## config.mk

```make
export PLATFORM = sky130hd
export DESIGN_NAME = shared_ram_arb_flat
export DESIGN_NICKNAME = d
export VERILOG_FILES = /design/src/rtl/shared_ram_arb_if.sv /design/src/rtl/shared_ram_arb.sv /design/src/flat_wrapper.sv
export SDC_FILE = /design/constraint.sdc
export NUM_CORES = 1
export LEC_CHECK = 0
export BUFFER_PORTS_ARGS = -buffer_cell sky130_fd_sc_hd__buf_2
export CORE_ASPECT_RATIO = 0.75
export CORE_MARGIN = 2
export CORE_UTILIZATION = 40
export CTS_CLUSTER_DIAMETER = 150
export CTS_CLUSTER_SIZE = 40
export DETAILED_ROUTE_END_ITERATION = 12
export PLACE_DENSITY = 0.81
export SLEW_MARGIN = 10
export SYNTH_ARGS = -nofsm -noshare
export SYNTH_HDL_FRONTEND = slang
export SYNTH_SLANG_ARGS = --single-unit
```

## constraint.sdc

```tcl
create_clock -name clk_sys -period 2.1 [get_ports clk_sys]
set_input_delay 0.105 -clock clk_sys [delete_from_list [all_inputs] [get_ports clk_sys]]
set_output_delay 0.105 -clock clk_sys [all_outputs]
set_load 0.1 [all_outputs]
```

## src/rtl/shared_ram_arb_if.sv

```systemverilog
// Bus bundle between the two CPU-side requesters, the shared RAM and the arbiter.
// slave = arbiter view, master = requester/RAM view.
interface shared_ram_arb_if #(
    parameter int AW = 11,
    parameter int DW = 8
);
    logic          a_req;
    logic          a_we;
    logic [AW-1:0] a_addr;
    logic [DW-1:0] a_din;
    logic [DW-1:0] a_dout;
    logic          a_ack;
    logic          a_wait_n;

    logic          b_req;
    logic          b_we;
    logic [AW-1:0] b_addr;
    logic [DW-1:0] b_din;
    logic [DW-1:0] b_dout;
    logic          b_ack;
    logic          b_wait_n;

    logic [AW-1:0] ram_addr;
    logic [DW-1:0] ram_din;
    logic          ram_we;
    logic [DW-1:0] ram_q;

    modport slave (
        input  a_req, a_we, a_addr, a_din,
        output a_dout, a_ack, a_wait_n,
        input  b_req, b_we, b_addr, b_din,
        output b_dout, b_ack, b_wait_n,
        output ram_addr, ram_din, ram_we,
        input  ram_q
    );

    modport master (
        output a_req, a_we, a_addr, a_din,
        input  a_dout, a_ack, a_wait_n,
        output b_req, b_we, b_addr, b_din,
        input  b_dout, b_ack, b_wait_n,
        input  ram_addr, ram_din, ram_we,
        output ram_q
    );
endinterface

```

## src/rtl/shared_ram_arb.sv

```systemverilog
// Two-port arbiter for one single-port synchronous RAM shared by two Z80-class CPUs.
// Define SHRAM_ARB_FIXED_PRIO_EN to make port A win every tie instead of round-robin.
module shared_ram_arb #(
    parameter int AW = 11,
    parameter int DW = 8
) (
    input  logic               clk_sys,
    input  logic               reset,
    shared_ram_arb_if.slave    bus
);
    typedef enum logic [2:0] {
        S_IDLE   = 3'd0,
        S_ACC_A  = 3'd1,
        S_ACC_B  = 3'd2,
        S_DONE_A = 3'd3,
        S_DONE_B = 3'd4
    } state_t;

    state_t        r_state;
    state_t        w_state_nxt;
    logic          w_grant_a;
    logic          w_grant_b;
    logic          w_pend_a;
    logic          w_pend_b;
    logic          r_served_a;
    logic          r_served_b;
    logic          r_ack_a;
    logic          r_ack_b;
    logic          r_acc_wr;
    logic          r_ram_we;
    logic [AW-1:0] r_ram_addr;
    logic [DW-1:0] r_ram_din;
    logic [DW-1:0] r_dout_a;
    logic [DW-1:0] r_dout_b;
`ifndef SHRAM_ARB_FIXED_PRIO_EN
    logic          r_last_b;
`endif

    // The ack cycle already counts as served so wait_n releases with the ack.
    assign w_pend_a = bus.a_req & ~r_served_a & ~r_ack_a;
    assign w_pend_b = bus.b_req & ~r_served_b & ~r_ack_b;

    // FSM state register
    always_ff @(posedge clk_sys or posedge reset) begin
        if (reset) begin
            r_state <= S_IDLE;
        end else begin
            r_state <= w_state_nxt;
        end
    end

    // Next-state and grant decode
    always_comb begin
        w_state_nxt = r_state;
        w_grant_a   = 1'b0;
        w_grant_b   = 1'b0;
        case (r_state)
            S_IDLE: begin
                if (w_pend_a && w_pend_b) begin
`ifdef SHRAM_ARB_FIXED_PRIO_EN
                    w_grant_a = 1'b1;
                    w_grant_b = 1'b0;
`else
                    w_grant_a = r_last_b;
                    w_grant_b = ~r_last_b;
`endif
                end else begin
                    w_grant_a = w_pend_a;
                    w_grant_b = w_pend_b;
                end
                if (w_grant_a) begin
                    w_state_nxt = S_ACC_A;
                end else if (w_grant_b) begin
                    w_state_nxt = S_ACC_B;
                end else begin
                    w_state_nxt = S_IDLE;
                end
            end
            S_ACC_A:  w_state_nxt = S_DONE_A;
            S_ACC_B:  w_state_nxt = S_DONE_B;
            S_DONE_A: w_state_nxt = S_IDLE;
            S_DONE_B: w_state_nxt = S_IDLE;
            default:  w_state_nxt = S_IDLE;
        endcase
    end

    // Served flags: block re-service of a request held high past its ack
    always_ff @(posedge clk_sys or posedge reset) begin
        if (reset) begin
            r_served_a <= 1'b0;
            r_served_b <= 1'b0;
        end else begin
            if (!bus.a_req) begin
                r_served_a <= 1'b0;
            end else if (r_ack_a) begin
                r_served_a <= 1'b1;
            end
            if (!bus.b_req) begin
                r_served_b <= 1'b0;
            end else if (r_ack_b) begin
                r_served_b <= 1'b1;
            end
        end
    end

`ifndef SHRAM_ARB_FIXED_PRIO_EN
    // Round-robin memory; B at reset so A wins the first tie
    always_ff @(posedge clk_sys or posedge reset) begin
        if (reset) begin
            r_last_b <= 1'b1;
        end else if (w_grant_a) begin
            r_last_b <= 1'b0;
        end else if (w_grant_b) begin
            r_last_b <= 1'b1;
        end
    end
`endif

    // RAM command capture, ack pulse and read-data return
    always_ff @(posedge clk_sys or posedge reset) begin
        if (reset) begin
            r_ram_addr <= {AW{1'b0}};
            r_ram_din  <= {DW{1'b0}};
            r_ram_we   <= 1'b0;
            r_acc_wr   <= 1'b0;
            r_ack_a    <= 1'b0;
            r_ack_b    <= 1'b0;
            r_dout_a   <= {DW{1'b0}};
            r_dout_b   <= {DW{1'b0}};
        end else begin
            r_ack_a <= (r_state == S_ACC_A);
            r_ack_b <= (r_state == S_ACC_B);
            if (w_grant_a) begin
                r_ram_addr <= bus.a_addr;
                r_ram_din  <= bus.a_din;
                r_ram_we   <= bus.a_we;
                r_acc_wr   <= bus.a_we;
            end else if (w_grant_b) begin
                r_ram_addr <= bus.b_addr;
                r_ram_din  <= bus.b_din;
                r_ram_we   <= bus.b_we;
                r_acc_wr   <= bus.b_we;
            end else begin
                r_ram_we   <= 1'b0;
            end
            if ((r_state == S_DONE_A) && !r_acc_wr) begin
                r_dout_a <= bus.ram_q;
            end
            if ((r_state == S_DONE_B) && !r_acc_wr) begin
                r_dout_b <= bus.ram_q;
            end
        end
    end

    assign bus.ram_addr = r_ram_addr;
    assign bus.ram_din  = r_ram_din;
    assign bus.ram_we   = r_ram_we;
    assign bus.a_dout   = r_dout_a;
    assign bus.b_dout   = r_dout_b;
    assign bus.a_ack    = r_ack_a;
    assign bus.b_ack    = r_ack_b;
    assign bus.a_wait_n = ~w_pend_a;
    assign bus.b_wait_n = ~w_pend_b;
endmodule

```

## src/flat_wrapper.sv

```systemverilog
// flat-port wrapper written by rule: the top's interface ports become plain ports
module shared_ram_arb_flat 
#(
    parameter int AW = 11,
    parameter int DW = 8
)
  (clk_sys, reset, bus_a_req, bus_a_we, bus_a_addr, bus_a_din, bus_a_dout, bus_a_ack, bus_a_wait_n, bus_b_req, bus_b_we, bus_b_addr, bus_b_din, bus_b_dout, bus_b_ack, bus_b_wait_n, bus_ram_addr, bus_ram_din, bus_ram_we, bus_ram_q);
  shared_ram_arb_if #(.AW(AW), .DW(DW)) bus_i ();
  input  logic clk_sys;
  input  logic reset;
  input wire logic [$bits(bus_i.a_req)-1:0] bus_a_req;
  input wire logic [$bits(bus_i.a_we)-1:0] bus_a_we;
  input wire logic [$bits(bus_i.a_addr)-1:0] bus_a_addr;
  input wire logic [$bits(bus_i.a_din)-1:0] bus_a_din;
  output wire logic [$bits(bus_i.a_dout)-1:0] bus_a_dout;
  output wire logic [$bits(bus_i.a_ack)-1:0] bus_a_ack;
  output wire logic [$bits(bus_i.a_wait_n)-1:0] bus_a_wait_n;
  input wire logic [$bits(bus_i.b_req)-1:0] bus_b_req;
  input wire logic [$bits(bus_i.b_we)-1:0] bus_b_we;
  input wire logic [$bits(bus_i.b_addr)-1:0] bus_b_addr;
  input wire logic [$bits(bus_i.b_din)-1:0] bus_b_din;
  output wire logic [$bits(bus_i.b_dout)-1:0] bus_b_dout;
  output wire logic [$bits(bus_i.b_ack)-1:0] bus_b_ack;
  output wire logic [$bits(bus_i.b_wait_n)-1:0] bus_b_wait_n;
  output wire logic [$bits(bus_i.ram_addr)-1:0] bus_ram_addr;
  output wire logic [$bits(bus_i.ram_din)-1:0] bus_ram_din;
  output wire logic [$bits(bus_i.ram_we)-1:0] bus_ram_we;
  input wire logic [$bits(bus_i.ram_q)-1:0] bus_ram_q;
  assign bus_i.a_req = bus_a_req;
  assign bus_i.a_we = bus_a_we;
  assign bus_i.a_addr = bus_a_addr;
  assign bus_i.a_din = bus_a_din;
  assign bus_a_dout = bus_i.a_dout;
  assign bus_a_ack = bus_i.a_ack;
  assign bus_a_wait_n = bus_i.a_wait_n;
  assign bus_i.b_req = bus_b_req;
  assign bus_i.b_we = bus_b_we;
  assign bus_i.b_addr = bus_b_addr;
  assign bus_i.b_din = bus_b_din;
  assign bus_b_dout = bus_i.b_dout;
  assign bus_b_ack = bus_i.b_ack;
  assign bus_b_wait_n = bus_i.b_wait_n;
  assign bus_ram_addr = bus_i.ram_addr;
  assign bus_ram_din = bus_i.ram_din;
  assign bus_ram_we = bus_i.ram_we;
  assign bus_i.ram_q = bus_ram_q;
  shared_ram_arb #(.AW(AW), .DW(DW)) u_core (.clk_sys(clk_sys), .reset(reset), .bus(bus_i));
endmodule
```

==> reports/qor.csv, run 1 <==
stage,metric,value,unit
clock_tree,insertion_delay_to_the_later_sink_of_the_worst_skew_pair,0.29,ns
route,number_of_drc_markers_after_the_initial_detailed_route_iteration,61,
grt,maximum_number_of_pins_on_one_net_before_global_route_repair,46,
worst_hold_path,launch_instance_of_the_worst_min_delay_path,bus_b_addr[4],
sta,maxClockFrequency,0.548,GHz
logic_synthesis,ys.warnings.count,0,
sta,skew,0.00486,ns
route,drt_wl_total,4.31,mm
place,placement.io_buffers,91,
place,gp_congestion,0.722,
logic_synthesis,cell_area_after_synthesis,1890,µm²
critical_path,worst_r2r_endpoint,u_core.r_acc_wr$_DFFE_PP0P_,
logic_synthesis,synth.distinct_cells,31,
grt,antenna_found_initial,0,
logic_synthesis,muxShareOfSynthArea,10.9,%
critical_path,cp_top_family,multiplexers,
floorplanning,floorplan.rows,21,
clock_tree,number_of_gates_resized_after_cts,0,
logic_synthesis,netlist.top_cell.by_area,dfrtp_1,
floorplanning,core-area,4490,µm²
status,outcome,"complete, no violations",
logic_synthesis,synthAdderAreaFrac,0,%
worst_hold_path,hold_path_depth,2,
clock_tree,cts-root-to-sink-buffers,2,
sta,rsz0062_at_grt,false,
clock_tree,cts_tree,yes,
logic_synthesis,synth-edff-count,0,
critical_path,reg2reg_depth,4,
floorplanning,overall_die_area,5290,µm²
floorplanning,initial_utilization,42.0,%
worst_hold_path,hold_crit_class,in2reg,
logic_synthesis,synth_flop_cell,dfrtp_1,
sta,setup_tns,0,ns
route,firstDrtPassIters,4,
clock_tree,cts_htree_levels,2,
sta,worst_pin_slew,0.594,ns
critical_path,worst_ep_required_time,2.29,ns
critical_path,timing_worst_setup_path_type,reg2reg,
logic_synthesis,synth-seq-area-share,59.7,%
critical_path,cp-start-kind,register,
route,drc_errors,0,
grt,grt_pass1_wl,7.15,mm
critical_path,cp.arrival,2.01,ns
flow_run,cap_viol_max_count,0,
critical_path,worst-path-buf-inv,0,
route,wire_per_inst,14.6,µm
route,antenna_left,0,
grt,grt_overflow,0,
critical_path,worst_path_largest_cell_delay,0.42,ns
final_layout,nNetsFinal,290,
place,post-dp-hpwl,3.12,mm
sta,finalMaxSlewViolations,0,
worst_hold_path,timing.hold.worst_endpoint,u_core.bus.ram_addr[4]$_DFFE_PP0P_,
logic_synthesis,synth_simple_gate_area_share,7.16,%
logic_synthesis,postSynth.asyncResetShare,100,%
sta,slew_headroom,60.2,%
floorplanning,io-pin-count,92,
floorplanning,die_width,83.3,µm
final_layout,antenna-diode-count,0,
sta,final_hold_fails,0,
logic_synthesis,synth-xor-area-share,0,%
floorplanning,vertical_extent_of_the_die,63.5,µm
critical_path,r2r_slack,0.28,ns
logic_synthesis,synthesis.nets,185,
clock_tree,clkSinkCount,45,
final_layout,fraction_of_layout_instances_using_a_drive_strength_above_1,54.4,%
critical_path,timing.critical_path.cells,"nor3b_2, o211a_4, mux2_4, mux2_2",
sta,min_period_over_period,86.9,%
clock_tree,cts_inserted_buffers,5,
critical_path,regToRegStartpoint,u_core.bus.a_ack$_DFF_PP0_,
final_layout,syn2layout_area_growth,36.9,%
sta,final.min_clock_period,1.82,ns
route,route.vias.total,1461,
route,routed_via_density,4.94,
grt,track_usage,17.0,%
grt,vias_in_the_first_global_route,1492,
logic_synthesis,ys_top_cells_by_count,"dfrtp_1, a21o_1, a22o_1",
logic_synthesis,postSynthRegisterBits,45,
clock_tree,clock_pin_slew_on_the_worst_setup_and_hold_paths,0.08,ns
critical_path,standard_cell_with_the_maximum_stage_delay_on_the_critical_path,dfrtp_2,
sta,setup_failing_eps_final,0,
critical_path,critical_path_peak_fanout,11,
critical_path,worst_setup_end_kind,register,
logic_synthesis,yosysTopAreaCellShare,58.4,%
clock_tree,ctsRootBufferMaster,clkbuf_8,
logic_synthesis,synth.most_common_cell,dfrtp_1,
logic_synthesis,post_synth.cell_area_avg,14.2,µm²
logic_synthesis,complex_gate_fraction_of_the_synthesized_area,19.6,%
logic_synthesis,synth_top_family_by_area,compound AO/OA/AOI/OAI gates,
logic_synthesis,post_synth_inst_count,133,
logic_synthesis,netlist_top_cells_area,"dfrtp_1, mux2_2, a22o_1, a21o_1, dfstp_2",
-- worst max-delay path by stage --
| stage | end | startpoint | cells past startpoint |
|---|---|---|---|
| floorplan | u_core.r_acc_wr$_DFFE_PP0P_ | u_core.bus.b_ack$_DFF_PP0_ | 5 |
| global placement | u_core.bus.ram_addr[4]$_DFFE_PP0P_ | u_core.bus.b_ack$_DFF_PP0_ | 6 |
| detailed placement | u_core.r_acc_wr$_DFFE_PP0P_ | u_core.bus.a_ack$_DFF_PP0_ | 4 |
| CTS | u_core.r_acc_wr$_DFFE_PP0P_ | u_core.bus.a_ack$_DFF_PP0_ | 4 |
| global route | u_core.bus.ram_din[1]$_DFFE_PP0P_ | u_core.bus.a_ack$_DFF_PP0_ | 5 |
| finish | u_core.r_acc_wr$_DFFE_PP0P_ | u_core.bus.a_ack$_DFF_PP0_ | 4 |
-- cells by family after synthesis --
kind of cell / count (synthesis)
multiplexers: 18
buffers and inverters: 10
flip-flops: 45
AO/OA/AOI/OAI: 46
AND/OR/NAND/NOR: 14
-- through the flow --
stage                     worst slack (ns)  hold WS (ns)  instance area [µm²]  std cells  utilization, %
after floorplan                     0.0305         0.221                 1890        133               -
after global placement               0.345         0.272                 2420        280            53.9
after detailed placement             0.272         0.280                 2420        280            53.9
after CTS                            0.258       0.00147                 2540        292            56.6
after global routing                 0.165       0.00259                 2580        296            57.5
final                                0.275       0.00902                 2580        296            57.5
-- registers in the layout, summed over array words and instances, names as in the netlist --
| name | cells |
|---|---|
| u_core.r_last_b | 1 |
| u_core.bus.a_dout | 8 |
| u_core.r_served_a | 1 |
| u_core.r_state | 3 |
| u_core.bus.ram_din | 8 |
| u_core.bus.b_dout | 8 |
| u_core.r_acc_wr | 1 |
| u_core.bus.b_ack | 1 |
| u_core.bus.ram_addr | 11 |
| u_core.bus.a_ack | 1 |
| u_core.r_served_b | 1 |
| u_core.bus.ram_we | 1 |
-- metal layers --
layer	global-route usage (%)	vias to the layer above	share of wire, %
met5	0	-	0
met4	7.38	0	1.6
met3	2.88	8	4.1
met2	27.0	40	49
met1	23.0	712	45
li1	-	701	-
-- worst register-to-register path: stages, from the launching register on --
cell and delay [ns]:
dfrtp_2 0.42, nor3b_2 0.39, o211a_4 0.33, mux2_4 0.32
mux2_2 0.25
-- cell type report --
cell class,instances,area (µm²)
clock buffer,8,80.1
fill,384,1910
inverter,4,17.5
multi-input combinational,78,712
sequential,45,1130
tap,57,71.3
timing repair buffer,104,573
-- placed cells by master (no fill, tap or decap), types with 2 or more instances in the layout --
| master | netlist | layout |
|---|---|---|
| a21o_1 | 19 | 19 |
| buf_4 | 1 | 5 |
| dlygate4sd3_1 | 0 | 8 |
| dfrtp_2 | 0 | 2 |
| dfrtp_1 | 44 | 42 |
| clkbuf_1 | 0 | 3 |
| buf_2 | 5 | 91 |
| inv_1 | 3 | 2 |
| clkbuf_8 | 0 | 5 |
| mux2_2 | 17 | 17 |
| nor3b_1 | 2 | 2 |
| a22o_1 | 19 | 19 |
-- repair_timing --
item	4_1_cts	5_1_grt
hold buffers	4	4
hold endpoints to repair	47	4
buffers inserted	0	0
Power of run 1 is not shown: default switching activity piles up to over one toggle a cycle in this logic, so the estimate is an artifact.
==> inputs of run 2 (changes only) <==
- PLACE_DENSITY: 0.81 -> 0.71
==> run 2 against run 1 <==
Against the previous run:
- non-clock buffer count up 1
- via count down 0.75%
- cell area increased by 1.3%
- first-iteration DRC count rose by 28%
- sequential share of layout area decreased by 0.54 points
- largest cell class unchanged
- highest routed layer unchanged
==> reports/qor.csv, run 2 (synthesis results as in run 1) <==
stage,metric,value,unit,change
grt,track_usage,16.4,%,was 17.0%
critical_path,worst_ep_required_time,2.28,ns,was 2.29 ns
sta,setup_tns,0,ns,unchanged
critical_path,worst_r2r_endpoint,u_core.r_acc_wr$_DFFE_PP0P_,,unchanged
floorplanning,initial_utilization,42.0,%,unchanged
clock_tree,cts_htree_levels,2,,unchanged
critical_path,regToRegStartpoint,u_core.bus.a_ack$_DFF_PP0_,,unchanged
sta,final.min_clock_period,1.88,ns,was 1.82 ns
route,route.vias.total,1450,,was 1461
floorplanning,io-pin-count,92,,unchanged
grt,grt_pass1_wl,6.90,mm,was 7.15 mm
sta,final_hold_fails,0,,unchanged
route,routed_via_density,4.88,,was 4.94
critical_path,reg2reg_depth,4,,unchanged
sta,finalMaxSlewViolations,0,,unchanged
place,gp_congestion,0.757,,was 0.722
floorplanning,floorplan.rows,21,,unchanged
clock_tree,cts_tree,yes,,unchanged
route,antenna_left,0,,unchanged
route,drc_errors,0,,unchanged
sta,skew,0.00529,ns,was 0.00486 ns
critical_path,worst-path-buf-inv,0,,unchanged
route,firstDrtPassIters,4,,unchanged
route,wl_met1,1.91,mm,was 1.95 mm
floorplanning,vertical_extent_of_the_die,63.5,µm,unchanged
clock_tree,clock_pin_slew_on_the_worst_setup_and_hold_paths,0.08,ns,about the same
sta,worst_pin_slew,0.619,ns,was 0.594 ns
clock_tree,number_of_gates_resized_after_cts,0,,unchanged
worst_hold_path,hold_path_depth,2,,unchanged
final_layout,fillers,388,,was 384
critical_path,worst_path_largest_cell_delay,0.43,ns,was 0.42 ns
critical_path,standard_cell_with_the_maximum_stage_delay_on_the_critical_path,dfrtp_2,,unchanged
place,post-dp-hpwl,3.20,mm,was 3.12 mm
sta,setup_failing_eps_final,0,,unchanged
critical_path,timing_worst_setup_path_type,reg2reg,,unchanged
flow_run,cap_viol_max_count,0,,unchanged
final_layout,layout_common_cells,"buf_2, dfrtp_1, a22o_1, a21o_1, mux2_2",,unchanged
worst_hold_path,timing.hold.worst_endpoint,u_core.bus.ram_addr[0]$_DFFE_PP0P_,,was u_core.bus.ram_addr[4]$_DFFE_PP0P_
route,number_of_drc_markers_after_the_initial_detailed_route_iteration,78,,was 61
sta,min_period_over_period,89.6,%,was 86.9%
floorplanning,die_width,83.3,µm,unchanged
clock_tree,cts_inserted_buffers,5,,unchanged
final_layout,fraction_of_layout_instances_using_a_drive_strength_above_1,56.7,%,was 54.4%
critical_path,cp.arrival,2.06,ns,was 2.01 ns
critical_path,cp-start-kind,register,,unchanged
final_layout,largest_reg_flops,11,,unchanged
grt,grt_overflow,0,,unchanged
grt,maximum_number_of_pins_on_one_net_before_global_route_repair,25,,was 46
critical_path,worst_setup_end_kind,register,,unchanged
critical_path,timing.critical_path.cells,"nor3b_2, o211a_4, mux2_4, mux2_2",,unchanged
sta,maxClockFrequency,0.531,GHz,was 0.548 GHz
floorplanning,core-area,4490,µm²,unchanged
route,wire_per_inst,14.3,µm,was 14.6 µm
status,outcome,"complete, no violations",,unchanged
sta,rsz0062_at_grt,false,,unchanged
grt,vias_in_the_first_global_route,1480,,was 1492
clock_tree,cts-root-to-sink-buffers,2,,unchanged
route,top_layer,met4,,unchanged
floorplanning,overall_die_area,5290,µm²,unchanged
critical_path,r2r_slack,0.22,ns,was 0.28 ns
place,placement.io_buffers,91,,unchanged
worst_hold_path,launch_instance_of_the_worst_min_delay_path,bus_b_addr[0],,was bus_b_addr[4]
clock_tree,clkSinkCount,45,,unchanged
critical_path,crit_cells,4,,unchanged
grt,antenna_found_initial,0,,unchanged
final_layout,layout.cells.most_common,buf_2,,unchanged
final_layout,nNetsFinal,291,,was 290
sta,slew_headroom,58.6,%,was 60.2%
final_layout,antenna-diode-count,0,,unchanged
route,wl_met2,2.13,mm,was 2.12 mm
clock_tree,ctsRootBufferMaster,clkbuf_8,,unchanged
critical_path,cp_top_family,multiplexers,,unchanged
critical_path,critical_path_peak_fanout,12,,was 11
final_layout,syn2layout_area_growth,38.7,%,was 36.9%
route,drt_wl_total,4.25,mm,was 4.31 mm
clock_tree,insertion_delay_to_the_later_sink_of_the_worst_skew_pair,0.29,ns,about the same
worst_hold_path,hold_crit_class,in2reg,,unchanged
route,dr_wl_met3,162,µm,was 177 µm
run 2: cell types whose count changed in the layout (fill, tap and decap cells not counted), sizes merged:
cell / before / now
inv: 3 / 4
buf: 96 / 97
clkbuf: 8 / 7
run 2: how the worst max path moves through the flow:
stage                                          start                          end
after global routing      u_core.bus.a_ack$_DFF_PP0_  u_core.r_acc_wr$_DFFE_PP0P_
after global placement    u_core.bus.a_ack$_DFF_PP0_  u_core.r_acc_wr$_DFFE_PP0P_
after floorplan           u_core.bus.b_ack$_DFF_PP0_  u_core.r_acc_wr$_DFFE_PP0P_
after detailed placement  u_core.bus.a_ack$_DFF_PP0_  u_core.r_acc_wr$_DFFE_PP0P_
after CTS                 u_core.bus.a_ack$_DFF_PP0_  u_core.r_acc_wr$_DFFE_PP0P_
final                     u_core.bus.a_ack$_DFF_PP0_  u_core.r_acc_wr$_DFFE_PP0P_
run 2: cell type report:
class | count | area [µm²] | share of cell area (%)
flip-flops and latches | 45 | 1130 | 43.2
multi-input cells | 78 | 716 | 27.4
repair buffers | 105 | 581 | 22.2
clock buffers | 7 | 96.3 | 3.68
well taps | 57 | 71.3 | 2.73
inverters | 4 | 17.5 | 0.670
clock inverters | 1 | 5.00 | 0.191
run 2: per-layer routing:
metal,vias to the layer above,track usage (%)
met5,-,0
met4,0,4.92
met3,6,4.59
met2,32,28.0
met1,712,20.5
li1,700,-
run 2: what timing repair did:
item,4_1_cts,5_1_grt
setup endpoints to repair,0,0
buffers inserted,0,0
endpoints found under the hold margin,28,1
hold buffers,7,1
run 2: stage by stage:
step           instance area (µm²)  cells  hold slack (ns)  util [%]  worst slack [ns]
5_1_grt                       2620    297          0.00692      58.2             0.146
3_3_place_gp                  2430    281            0.167      54.2             0.281
6_report                      2620    297           0.0110      58.2             0.218
3_5_place_dp                  2430    281            0.165      54.2             0.225
2_1_floorplan                 1890    133            0.221         -            0.0305
4_1_cts                       2610    296         0.000708      58.0             0.209
Power of run 2 is left out for the same reason.
==> inputs of run 3 (changes only) <==
- GPL_TIMING_DRIVEN: not set -> 0
==> run 3 against run 2 <==
Against the previous run:
- critical path depth up 1
- highest routed layer unchanged
- via count fell by 1.9%
- non-clock buffer count is 6 lower
- setup slack better by 0.10 ns
- utilization shrank 1.1 points
- cell area fell by 2.0%
- critical path type unchanged
- wire length decreased by 3.0%
- sequential share of layout area up 0.86 points
- first-iteration DRC count fell by 55%
==> reports/qor.csv, run 3 (synthesis results as in run 1) <==
stage,metric,value,unit,change
route,wire_per_inst,14.2,µm,was 14.3 µm
floorplanning,core-area,4490,µm²,unchanged
critical_path,regToRegStartpoint,u_core.bus.a_ack$_DFF_PP0_,,unchanged
clock_tree,ctsRootBufferMaster,clkbuf_8,,unchanged
grt,grt_overflow,0,,unchanged
clock_tree,insertion_delay_to_the_later_sink_of_the_worst_skew_pair,0.28,ns,was 0.29 ns
grt,grt_pass1_wl,6.71,mm,was 6.90 mm
floorplanning,vertical_extent_of_the_die,63.5,µm,unchanged
final_layout,utilization,57.1,%,was 58.2%
final_layout,syn2layout_area_growth,35.9,%,was 38.7%
grt,antenna_found_initial,0,,unchanged
sta,worst_pin_slew,0.574,ns,was 0.619 ns
critical_path,cp.arrival,1.96,ns,was 2.06 ns
critical_path,worst_r2r_endpoint,u_core.bus.ram_addr[2]$_DFFE_PP0P_,,was u_core.r_acc_wr$_DFFE_PP0P_
route,drc_errors,0,,unchanged
clock_tree,clkSinkCount,45,,unchanged
sta,finalMaxSlewViolations,0,,unchanged
worst_hold_path,hold_crit_class,in2reg,,unchanged
route,routed_via_density,4.89,,was 4.88
worst_hold_path,hold_path_depth,2,,unchanged
critical_path,worst_setup_end_kind,register,,unchanged
sta,min_period_over_period,84.7,%,was 89.6%
sta,slew_headroom,61.6,%,was 58.6%
place,post-dp-hpwl,3.10,mm,was 3.20 mm
floorplanning,io-pin-count,92,,unchanged
sta,worst_slack,0.322,ns,was 0.218 ns
grt,maximum_number_of_pins_on_one_net_before_global_route_repair,34,,was 25
clock_tree,number_of_gates_resized_after_cts,0,,unchanged
critical_path,worst_ep_required_time,2.28,ns,about the same
sta,rsz0062_at_grt,false,,unchanged
route,antenna_left,0,,unchanged
grt,track_usage,16.1,%,was 16.4%
critical_path,critical_path_peak_fanout,10,,was 12
sta,skew,0.00372,ns,was 0.00529 ns
final_layout,fillers,398,,was 388
clock_tree,cts-root-to-sink-buffers,2,,unchanged
route,number_of_drc_markers_after_the_initial_detailed_route_iteration,35,,was 78
sta,maxClockFrequency,0.562,GHz,was 0.531 GHz
clock_tree,cts_htree_levels,2,,unchanged
sta,final.min_clock_period,1.78,ns,was 1.88 ns
worst_hold_path,launch_instance_of_the_worst_min_delay_path,bus_b_addr[4],,was bus_b_addr[0]
clock_tree,cts_tree,yes,,unchanged
sta,setup_tns,0,ns,unchanged
place,pre_cts_ws,0.352,ns,was 0.225 ns
sta,setup_failing_eps_final,0,,unchanged
worst_hold_path,timing.hold.worst_endpoint,u_core.bus.ram_addr[4]$_DFFE_PP0P_,,was u_core.bus.ram_addr[0]$_DFFE_PP0P_
clock_tree,cts_inserted_buffers,5,,unchanged
final_layout,antenna-diode-count,0,,unchanged
grt,vias_in_the_first_global_route,1376,,was 1480
critical_path,r2r_slack,0.32,ns,was 0.22 ns
route,route.vias.total,1423,,was 1450
critical_path,timing_worst_setup_path_type,reg2reg,,unchanged
place,placement.io_buffers,91,,unchanged
final_layout,layout_common_cells,"buf_2, dfrtp_1, a22o_1, a21o_1, mux2_2",,unchanged
final_layout,layout.cells.most_common,buf_2,,unchanged
critical_path,cp-start-kind,register,,unchanged
sta,final_hold_fails,0,,unchanged
floorplanning,initial_utilization,42.0,%,unchanged
final_layout,fraction_of_layout_instances_using_a_drive_strength_above_1,57.7,%,was 56.7%
status,outcome,"complete, no violations",,unchanged
final_layout,largest_reg_flops,11,,unchanged
floorplanning,floorplan.rows,21,,unchanged
critical_path,reg2reg_depth,5,,was 4
route,firstDrtPassIters,4,,unchanged
floorplanning,overall_die_area,5290,µm²,unchanged
floorplanning,die_width,83.3,µm,unchanged
route,drt_wl_total,4.12,mm,was 4.25 mm
final_layout,nNetsFinal,285,,was 291
place,gp_congestion,0.750,,was 0.757
flow_run,cap_viol_max_count,0,,unchanged
clock_tree,clock_pin_slew_on_the_worst_setup_and_hold_paths,0.08,ns,about the same
[run 3: worst max-delay path by stage]
stage	startpoint	to	depth (start not counted)
finish	u_core.bus.a_ack$_DFF_PP0_	u_core.bus.ram_addr[2]$_DFFE_PP0P_	5
CTS	u_core.bus.a_ack$_DFF_PP0_	u_core.bus.ram_din[0]$_DFFE_PP0P_	5
floorplan	u_core.bus.b_ack$_DFF_PP0_	u_core.r_acc_wr$_DFFE_PP0P_	5
global route	u_core.bus.a_ack$_DFF_PP0_	u_core.bus.ram_addr[1]$_DFFE_PP0P_	5
detailed placement	u_core.bus.b_ack$_DFF_PP0_	u_core.bus.ram_din[0]$_DFFE_PP0P_	6
global placement	reset	u_core.bus.a_ack$_DFF_PP0_	2
[run 3: what timing repair did]
action / 4_1_cts / 5_1_grt
hold buffers: 1 / 0
setup buffers: 0 / 0
hold endpoints to repair: 11 / 0
[run 3: layout make-up]
cell class,instances,area [µm²],share of cell area (%)
Buffer,6,32.5,1.27
Clock buffer,7,86.3,3.37
Clock inverter,1,30.0,1.17
Inverter,4,17.5,0.683
Multi-Input combinational cell,78,712,27.8
Sequential cell,45,1130,44.0
Tap cell,57,71.3,2.78
Timing Repair Buffer,93,485,18.9
[run 3: critical path: stages, from the launching register on]
cell,delay (ns)
dfrtp_2,0.42
nor3b_2,0.40
o21ai_1,0.25
buf_2,0.26
a22o_1,0.20
a21o_1,0.14
[run 3: through the flow]
step | hold slack (ns) | area, µm² | instances
after floorplan | 0.221 | 1890 | 133
after global routing | 0.000155 | 2560 | 291
after CTS | 0.00212 | 2560 | 291
final | 0.0104 | 2560 | 291
after detailed placement | 0.0646 | 2440 | 282
after global placement | 0.307 | 2420 | 281
[run 3: per-layer routing]
metal | global-route usage, % | wire length, µm
met4 | 5.33 | 35
met2 | 26.3 | 2070
met1 | 21.7 | 1870
met5 | 0 | 0
met3 | 3.15 | 141
Power of run 3 is left out for the same reason.
